===== config.mk =====
export PLATFORM = sky130hd
export DESIGN_NAME = store_buffer_flat
export DESIGN_NICKNAME = d
export VERILOG_FILES = /design/src/rtl/store_buffer_pkg.sv /design/src/rtl/store_buffer_if.sv /design/src/rtl/store_buffer_st_align.sv /design/src/rtl/store_buffer.sv /design/src/flat_wrapper.sv
export SDC_FILE = /design/constraint.sdc
export NUM_CORES = 1
export LEC_CHECK = 0
export BUFFER_PORTS_ARGS = -buffer_cell sky130_fd_sc_hd__buf_2
export CAP_MARGIN = 25
export CORE_ASPECT_RATIO = 0.8
export CORE_MARGIN = 4
export CORE_UTILIZATION = 50
export DETAILED_ROUTE_END_ITERATION = 7
export PLACE_DENSITY = 0.76
export SLEW_MARGIN = 20
export SYNTH_ARGS = -nofsm -noshare
export SYNTH_HDL_FRONTEND = slang
export SYNTH_SLANG_ARGS = --single-unit

===== constraint.sdc =====
create_clock -name clk -period 2.23 [get_ports clk]
set_clock_uncertainty 0.05 [all_clocks]
set_input_delay 0.1115 -clock clk [delete_from_list [all_inputs] [get_ports clk]]
set_output_delay 0.1115 -clock clk [all_outputs]
set_load 0.01 [all_outputs]

===== src/rtl/store_buffer_pkg.sv =====
// Shared constants and entry layout for the memory-stage store buffer.
package store_buffer_pkg;

  localparam int ADDR_W  = 32;
  localparam int DATA_W  = 32;
  localparam int WE_W    = DATA_W / 8;
  localparam int WADDR_W = ADDR_W - 2;

  localparam logic [2:0] F3_SB = 3'b000;
  localparam logic [2:0] F3_SH = 3'b001;
  localparam logic [2:0] F3_SW = 3'b010;

  // One pending dcache write: word address, lane-aligned data, byte enables.
  typedef struct packed {
    logic [WADDR_W-1:0] waddr;
    logic [DATA_W-1:0]  din;
    logic [WE_W-1:0]    we;
  } sb_entry_t;

endpackage


===== src/rtl/store_buffer_if.sv =====
// Bus bundle between execute / dcache / hazard unit and the store buffer.
interface store_buffer_if;
  import store_buffer_pkg::*;

  // Handshakes: a transfer happens on a rising edge where valid && ready are
  // both high; valid and its payload must hold until that edge, and ready
  // never depends combinationally on valid from the other side.
  logic              st_valid;
  logic              st_ready;
  logic [ADDR_W-1:0] st_addr;
  logic [DATA_W-1:0] st_data;
  logic [2:0]        st_funct3;
  logic              st_misaligned;

  logic              dc_req_valid;
  logic              dc_req_ready;
  logic [ADDR_W-1:0] dc_addr;
  logic [DATA_W-1:0] dc_din;
  logic [WE_W-1:0]   dc_we;

  logic              ld_check_en;
  logic [ADDR_W-1:0] ld_check_addr;
  logic              ld_conflict;
  logic              sb_empty;

  modport slave (
    input  st_valid, st_addr, st_data, st_funct3, dc_req_ready,
           ld_check_en, ld_check_addr,
    output st_ready, st_misaligned, dc_req_valid, dc_addr, dc_din, dc_we,
           ld_conflict, sb_empty
  );

  modport master (
    output st_valid, st_addr, st_data, st_funct3, dc_req_ready,
           ld_check_en, ld_check_addr,
    input  st_ready, st_misaligned, dc_req_valid, dc_addr, dc_din, dc_we,
           ld_conflict, sb_empty
  );

endinterface


===== src/rtl/store_buffer_st_align.sv =====
// Combinational store lane alignment: byte enables, replicated data, legality.
module store_buffer_st_align
  import store_buffer_pkg::*;
(
  input  logic [1:0]        off_i,
  input  logic [2:0]        funct3_i,
  input  logic [DATA_W-1:0] data_i,
  output logic [DATA_W-1:0] din_o,
  output logic [WE_W-1:0]   we_o,
  output logic              illegal_o
);

  always_comb begin
    din_o     = '0;
    we_o      = '0;
    illegal_o = 1'b0;
    case (funct3_i)
      F3_SB: begin
        we_o  = 4'b0001 << off_i;
        din_o = {4{data_i[7:0]}};
      end
      F3_SH: begin
        if (off_i[0]) begin
          illegal_o = 1'b1;
        end else begin
          we_o  = 4'b0011 << off_i;
          din_o = {2{data_i[15:0]}};
        end
      end
      F3_SW: begin
        if (off_i != 2'b00) begin
          illegal_o = 1'b1;
        end else begin
          we_o  = 4'hF;
          din_o = data_i;
        end
      end
      default: illegal_o = 1'b1;
    endcase
  end

endmodule


===== src/rtl/store_buffer.sv =====
// Store buffer: aligns stores, queues them FIFO and drains to the dcache write
// port; also flags loads that touch a word with a pending store.
module store_buffer
  import store_buffer_pkg::*;
#(
  parameter  int DEPTH = 2,
  localparam int PTR_W = $clog2(DEPTH),
  localparam int CNT_W = PTR_W + 1
) (
  input  logic             clk,
  input  logic             rst_n,
  store_buffer_if.slave    bus,
  output logic [CNT_W-1:0] dbg_count_o,
  output logic [PTR_W-1:0] dbg_wr_ptr_o,
  output logic [PTR_W-1:0] dbg_rd_ptr_o
);

  localparam logic [CNT_W-1:0] FULL_CNT = CNT_W'(DEPTH);

  sb_entry_t          mem_q [DEPTH];
  logic [DEPTH-1:0]   valid_q, valid_d;
  logic [PTR_W-1:0]   wr_ptr_q, wr_ptr_d;
  logic [PTR_W-1:0]   rd_ptr_q, rd_ptr_d;
  logic [CNT_W-1:0]   count_q, count_d;
  logic               misaligned_q, misaligned_d;

  logic [DATA_W-1:0]  al_din;
  logic [WE_W-1:0]    al_we;
  logic               al_illegal;
  logic               st_fire, enq, deq;
  sb_entry_t          new_entry;
  logic [WADDR_W-1:0] ld_waddr;
  logic [DEPTH-1:0]   hit;

  store_buffer_st_align u_align (
    .off_i     (bus.st_addr[1:0]),
    .funct3_i  (bus.st_funct3),
    .data_i    (bus.st_data),
    .din_o     (al_din),
    .we_o      (al_we),
    .illegal_o (al_illegal)
  );

  // Illegal stores still complete the handshake but never occupy a slot.
  assign st_fire   = bus.st_valid && bus.st_ready;
  assign enq       = st_fire && !al_illegal;
  assign deq       = bus.dc_req_valid && bus.dc_req_ready;
  assign new_entry = '{waddr: bus.st_addr[ADDR_W-1:2], din: al_din, we: al_we};

  assign bus.st_ready      = (count_q != FULL_CNT);
  assign bus.dc_req_valid  = (count_q != '0);
  assign bus.sb_empty      = (count_q == '0);
  assign bus.dc_addr       = {mem_q[rd_ptr_q].waddr, 2'b00};
  assign bus.dc_din        = mem_q[rd_ptr_q].din;
  assign bus.dc_we         = mem_q[rd_ptr_q].we;
  assign bus.st_misaligned = misaligned_q;

  // Word-granular compare; an entry leaving this cycle is still pending.
  assign ld_waddr = WADDR_W'(bus.ld_check_addr >> 2);

  always_comb begin
    hit = '0;
    for (int i = 0; i < DEPTH; i++) begin
      hit[i] = valid_q[i] && (mem_q[i].waddr == ld_waddr);
    end
  end

  assign bus.ld_conflict = bus.ld_check_en && (|hit);

  always_comb begin
    valid_d      = valid_q;
    wr_ptr_d     = wr_ptr_q;
    rd_ptr_d     = rd_ptr_q;
    count_d      = count_q;
    misaligned_d = st_fire && al_illegal;
    if (deq) begin
      valid_d[rd_ptr_q] = 1'b0;
      rd_ptr_d          = rd_ptr_q + 1'b1;
    end
    if (enq) begin
      valid_d[wr_ptr_q] = 1'b1;
      wr_ptr_d          = wr_ptr_q + 1'b1;
    end
    case ({enq, deq})
      2'b10:   count_d = count_q + 1'b1;
      2'b01:   count_d = count_q - 1'b1;
      default: count_d = count_q;
    endcase
  end

  always_ff @(posedge clk or negedge rst_n) begin
    if (!rst_n) begin
      valid_q      <= '0;
      wr_ptr_q     <= '0;
      rd_ptr_q     <= '0;
      count_q      <= '0;
      misaligned_q <= 1'b0;
      for (int i = 0; i < DEPTH; i++) begin
        mem_q[i] <= '0;
      end
    end else begin
      valid_q      <= valid_d;
      wr_ptr_q     <= wr_ptr_d;
      rd_ptr_q     <= rd_ptr_d;
      count_q      <= count_d;
      misaligned_q <= misaligned_d;
      if (enq) begin
        mem_q[wr_ptr_q] <= new_entry;
      end
    end
  end

  assign dbg_count_o  = count_q;
  assign dbg_wr_ptr_o = wr_ptr_q;
  assign dbg_rd_ptr_o = rd_ptr_q;

endmodule


===== src/flat_wrapper.sv =====
// flat-port wrapper written by rule: the top's interface ports become plain ports
module store_buffer_flat import store_buffer_pkg::*;
#(
  parameter  int DEPTH = 2,
  localparam int PTR_W = $clog2(DEPTH),
  localparam int CNT_W = PTR_W + 1
)
  (clk, rst_n, dbg_count_o, dbg_wr_ptr_o, dbg_rd_ptr_o, bus_st_valid, bus_st_addr, bus_st_data, bus_st_funct3, bus_dc_req_ready, bus_ld_check_en, bus_ld_check_addr, bus_st_ready, bus_st_misaligned, bus_dc_req_valid, bus_dc_addr, bus_dc_din, bus_dc_we, bus_ld_conflict, bus_sb_empty);
  store_buffer_if bus_i ();
  input  logic clk;
  input  logic rst_n;
  output logic [CNT_W-1:0] dbg_count_o;
  output logic [PTR_W-1:0] dbg_wr_ptr_o;
  output logic [PTR_W-1:0] dbg_rd_ptr_o;
  input wire logic [$bits(bus_i.st_valid)-1:0] bus_st_valid;
  input wire logic [$bits(bus_i.st_addr)-1:0] bus_st_addr;
  input wire logic [$bits(bus_i.st_data)-1:0] bus_st_data;
  input wire logic [$bits(bus_i.st_funct3)-1:0] bus_st_funct3;
  input wire logic [$bits(bus_i.dc_req_ready)-1:0] bus_dc_req_ready;
  input wire logic [$bits(bus_i.ld_check_en)-1:0] bus_ld_check_en;
  input wire logic [$bits(bus_i.ld_check_addr)-1:0] bus_ld_check_addr;
  output wire logic [$bits(bus_i.st_ready)-1:0] bus_st_ready;
  output wire logic [$bits(bus_i.st_misaligned)-1:0] bus_st_misaligned;
  output wire logic [$bits(bus_i.dc_req_valid)-1:0] bus_dc_req_valid;
  output wire logic [$bits(bus_i.dc_addr)-1:0] bus_dc_addr;
  output wire logic [$bits(bus_i.dc_din)-1:0] bus_dc_din;
  output wire logic [$bits(bus_i.dc_we)-1:0] bus_dc_we;
  output wire logic [$bits(bus_i.ld_conflict)-1:0] bus_ld_conflict;
  output wire logic [$bits(bus_i.sb_empty)-1:0] bus_sb_empty;
  assign bus_i.st_valid = bus_st_valid;
  assign bus_i.st_addr = bus_st_addr;
  assign bus_i.st_data = bus_st_data;
  assign bus_i.st_funct3 = bus_st_funct3;
  assign bus_i.dc_req_ready = bus_dc_req_ready;
  assign bus_i.ld_check_en = bus_ld_check_en;
  assign bus_i.ld_check_addr = bus_ld_check_addr;
  assign bus_st_ready = bus_i.st_ready;
  assign bus_st_misaligned = bus_i.st_misaligned;
  assign bus_dc_req_valid = bus_i.dc_req_valid;
  assign bus_dc_addr = bus_i.dc_addr;
  assign bus_dc_din = bus_i.dc_din;
  assign bus_dc_we = bus_i.dc_we;
  assign bus_ld_conflict = bus_i.ld_conflict;
  assign bus_sb_empty = bus_i.sb_empty;
  store_buffer #(.DEPTH(DEPTH)) u_core (.clk(clk), .rst_n(rst_n), .bus(bus_i), .dbg_count_o(dbg_count_o), .dbg_wr_ptr_o(dbg_wr_ptr_o), .dbg_rd_ptr_o(dbg_rd_ptr_o));
endmodule

[Word-level counts from Yosys, hierarchy flattened]
Index checks and enable logic that the tools add are counted.
Word-level totals
  register bits: 139
  bits of input ports: 104
  output and inout bits: 77
Operators by class
  add/sub/neg operators: 4
  order comparisons: 7
  eq/ne operators: 7
  shift-type cells: 2
  mux-type cells: 22
  bitwise gates (word level): 5
  reduce and logical (&&, ||, !) cells: 17
Operators by type and width (count)
  $mux W66: 4
  $bwmux W132: 1
  $pmux W32 S3: 1
  $demux W66 S1: 1
  $mux W32: 2
  $eq A30 B30 Y1: 2
  $pmux W4 S3: 1
  $logic_and A1 B1 Y1: 10
  $mux W4: 2
  $reduce_bool A2 Y1: 3
  $ge A2 B2 Y1 const B: 2
  $lt A1 B2 Y1 const B: 2
  $mux W1: 4
  $mux W2: 2
  $not A1 Y2: 2
  $pmux W2 S2: 1
  $shl A1 B2 Y4 const A: 1
  $shl A2 B2 Y4 const A: 1
  $eq A3 B1 Y1 const B: 1
  $eq A3 B2 Y1 const B: 1
  $logic_not A3 Y1: 1
  $pmux W1 S3: 1
  $add A1 B1 Y1 const B: 2
  $add A2 B1 Y2 const B: 1
  13 further kinds: 15

[Longest topological paths before layout]
  word-level depth: 9
  mapped depth: 8
  gate-level depth less buffers: 8

[Cells and area by module]
A second synthesis with hierarchy kept.
Second synthesis, totals
  cells, all modules: 541
  area total of the unflattened synthesis: 7566.0 um2
By module, submodules not included
  store_buffer: instances 1, cells each 466, area an instance 7001.7 um2, seq. area each 3478.3 um2
  store_buffer_st_align: instances 1, cells each 75, area an instance 564.3 um2, seq. area each 0.0 um2

[Worst setup path before layout]
OpenSTA, ideal clock, no wires.
  path kind: reg2reg
  start: register u_core.count_q[0] (netlist: u_core.dbg_count_o[0])
  end: register u_core.mem_q[102] (netlist name)
  library setup time: 0.125 ns
  arrival time: 1.615 ns
  required time: 2.055 ns
  path slack: 0.440 ns
  stages on the path, launching flop included: 6
  clock period less this slack: 1.790 ns
  cells stage by stage: dfrtp_1 > nand2b_1 > nand2_1 > nor4_4 > buf_4 > mux2_2
Between the ends
  longest elaborated chain between the ends: 3
RTL lines
  start, declared: RTL line store_buffer.sv:24  | logic [CNT_W-1:0] count_q, count_d;
  start signal, assigned: RTL line store_buffer.sv:105  | count_q <= count_d;
  $ne A2 B2 Y1: RTL line store_buffer.sv:50  | assign bus.st_ready = (count_q != FULL_CNT);
  named net bus_st_ready: RTL line flat_wrapper.sv:22  | output wire logic [$bits(bus_i.st_ready)-1:0] bus_st_ready;
  $logic_and A1 B1 Y1: RTL line store_buffer.sv:45  | assign st_fire = bus.st_valid && bus.st_ready;
  $logic_and A1 B1 Y1: RTL line store_buffer.sv:46  | assign enq = st_fire && !al_illegal;
  end signal, assigned by index: RTL line store_buffer.sv:108  | mem_q[wr_ptr_q] <= new_entry;
  end, declared: RTL line store_buffer.sv:20  | sb_entry_t mem_q [DEPTH];
The timed path passes the listed nets, and every way through them passes these cells.
A chain may end at the register's enable or synchronous reset.

[Worst setup path after layout]
  start: register u_core.mem_q[105] (netlist name)
  end: output port bus_ld_conflict
Between the ends
  longest elaborated chain between the ends: 4
RTL lines
  $eq A30 B30 Y1: RTL line store_buffer.sv:64  | hit[i] = valid_q[i] && (mem_q[i].waddr == ld_waddr);
  $logic_and A1 B1 Y1: RTL line store_buffer.sv:64
  $reduce_or A2 Y1: RTL line store_buffer.sv:68  | assign bus.ld_conflict = bus.ld_check_en && (|hit);
  $logic_and A1 B1 Y1: RTL line store_buffer.sv:68
  end, declared: RTL line flat_wrapper.sv:28  | output wire logic [$bits(bus_i.ld_conflict)-1:0] bus_ld_conflict;
No other way between the ends.

==> qor.yml <==
dr.pass1.iters: 5
cts-root-buf: "clkbuf_16"
crit_arrival_ns: 1.96
vias: 6012
grt_pass1_vias: 6055
dp.cells: 1023
slowest_delay_ns: 0.42
cp.depth: 6
min_period_over_period: 0.9511
antenna_found_initial: 0
ios: 181
maxSlewViolCount: 0
timing.rr.start: "u_core.dbg_count_o[0]$_DFFE_PN0P_"
synth-edff-count: 0
outcome: "finished clean"
holdWs_ns: 0.02105
drv_cap: 0
crit_type: "reg2out"
finalSetupTns_ns: 0
wl_per_cell_um: 18.17
die_h_um: 113.7
drive_gt1_frac: 0.3516
setup_viol: 0
critPathBufInv: 1
cts.sinks: 139
cts_tree: "yes"
hold_class: "in2reg"
place_hpwl_um: 13110
path_common_cell: "nand4_1"
ys_seq_elements: 139
grt_max_degree: 80
area_growth_pct: 34.33
ant_nets: 0
r2r_end: "u_core.mem_q[74]$_DFFE_PN0P_"
grt_use_total: 0.2574
first_iter_violations: 493
path_max_fanout: 3
irDropWorstVdd_mv: 0.6151
cts_buffer_depth: 2
powerDensity_mw_per_mm2: 1355
cp_top_family: "simple AND/OR/NAND/NOR gates"
final_cell_area_mm2: 0.009375
endpoint_kind: "primary output"
reg2reg_slack_ns: 0.31
port_buffers: 176
final_common_cell: "buf_2"
layout_common_cells: "buf_2 (175), nand2_1 (151), dfrtp_1 (138)"
avgSynthCellArea_um2: 10.04
diodes: 0
gp_congestion: 0.9142
start_util: 0.5132
via_per_inst: 5.416
tightest_slew_ns: 0.7059
relSlewSlack: 0.5258
overflow: 0
crit_start: "u_core.mem_q[105]$_DFFE_PN0P_"
instances_no_fill: 1110
num_rows: 38
drt-total-wl_um: 20170
syn_area_mm2: 0.006979
ys_types: 39
p_leak_uw: 0.004498
cp-endpoint: "bus_ld_conflict"
coreArea_mm2: 0.01360
fin_total_pwr_uw: 12700
grt_pass1_wl_um: 32250
path_cells: "xnor2_2 -> nand4_1 -> nor4_1 -> nand4_1 -> a21boi_1 -> buf_2"
finalCriticalPeriod_ns: 2.121
clk_pin_slew_ns: 0.06
seq_area_frac_synth: 0.4984
async_reset_ff_frac: 1.000
cp.required_ns: 2.07
hold_viol: 0
rsz0062_at_grt: "false"
worst_path_max_delay_cell: "dfrtp_1"
place_area_mm2: 0.008089
nNetsFinal: 1023
synth_ff_type: "dfrtp_1"
ys_warn_count: 0
startpoint_type: "flop"
fmax_mhz: 471.5
dieArea_mm2: 0.01592
ff2ff_path_depth: 7
die_w_um: 140.1
syn_inst: 695
ctsHtreeMaxLevel: 4
cts_made_buffers: 17
drc: 0
clk_latency_ns: 0.41
## how the worst min path moves through the flow
stage / from / end / slack, ns / cells after the start
2_1_floorplan: rst_n / u_core.bus.st_misaligned$_DFF_PN0_ / -0.23 / 0
3_3_place_gp: rst_n / u_core.mem_q[123]$_DFFE_PN0P_ / 0.05 / 1
3_5_place_dp: rst_n / u_core.mem_q[123]$_DFFE_PN0P_ / 0.05 / 1
4_1_cts: bus_st_data[23] / u_core.mem_q[93]$_DFFE_PN0P_ / 0.0004 / 3
5_1_grt: bus_st_data[31] / u_core.mem_q[101]$_DFFE_PN0P_ / 0.02 / 3
6_report: bus_st_data[21] / u_core.mem_q[25]$_DFFE_PN0P_ / 0.02 / 3
## area by class of cell
class                   instances  area (µm²)
repair buffers                246        1625
flip-flops and latches        139        3480
clock buffers                  19       452.9
clock inverters                12       210.2
multi-input cells             502        3337
fillers                      1057        4223
well taps                     180       225.2
inverters                      12       45.04
## state kept, by name, summed over array words and instances, names as in the netlist
register and cells:
u_core.dbg_rd_ptr_o 1, u_core.dbg_wr_ptr_o 1, u_core.mem_q 132, u_core.valid_q 2, u_core.dbg_count_o 2, u_core.bus.st_misaligned 1
## stage by stage
stage	utilization	worst slack [ns]
2_1_floorplan	-	0.4405
4_1_cts	0.6852	0.02351
3_3_place_gp	0.5949	0.3667
5_1_grt	0.6895	0.03278
6_report	0.6895	0.1091
3_5_place_dp	0.5949	0.3198
## per-layer routing
metal	part of all wire	up-vias	global-route usage	wire length [µm]
met4	0.022	0	0.08328	452
met1	0.44	2913	0.3699	8863
met3	0.067	49	0.04820	1358
met5	0	-	0	0
met2	0.47	245	0.3992	9495
li1	-	2805	-	-
## cells by family after synthesis
family                   after synthesis  share of synthesized area
AO/OA/AOI/OAI                        110                    0.08893
XOR/XNOR                              66                    0.08282
adder cells (fa/ha/maj)                1                   0.001792
buffers and inverters                 55                    0.03514
flip-flops                           139                     0.4984
multiplexers                          92                     0.1483
other                                  1                  0.0005373
AND/OR/NAND/NOR                      231                     0.1441
## worst register-to-register path: cells and delay by family, from the launching register on
family / cells / cell delay, ns
and+or+nand+nor: 4 / 0.65
buffers and inverters: 2 / 0.58
DFF: 1 / 0.43
AOI/OAI and AO/OA: 1 / 0.11
## Yosys cell counts, drive strengths merged, types with 2 or more instances
library cell | n | area [µm²]
a22oi | 8 | 60.06
a22o | 8 | 70.07
xor2 | 24 | 210.2
buf | 21 | 117.6
and3 | 2 | 12.51
dfrtp | 139 | 3478
clkbuf | 22 | 82.58
nand2 | 151 | 566.8
nor2 | 30 | 112.6
inv | 12 | 45.04
nand3 | 18 | 90.09
nand2b | 2 | 12.51
a21oi | 41 | 205.2
nor3 | 2 | 21.27
mux2 | 91 | 1025
xnor2 | 42 | 367.9
or2 | 2 | 12.51
nor4 | 9 | 71.32
nand4 | 12 | 75.07
o21ai | 45 | 225.2
## what timing repair did
| action | CTS | global route |
|---|---|---|
| buffers inserted | 0 | 1 |
| hold buffers | 55 | 0 |
| setup endpoints to repair | 1 | 1 |
| cloned | 0 | 0 |
| pin swaps | 0 | 6 |
| endpoints found under the hold margin | 155 | 0 |
| gates resized for setup | 2 | 8 |
## power breakdown
group / switching [µW] / internal [µW]
clock: 1120 / 2060
combinational: 2520 / 2480
sequential: 870 / 3660
(Power assumes the default switching activity.)
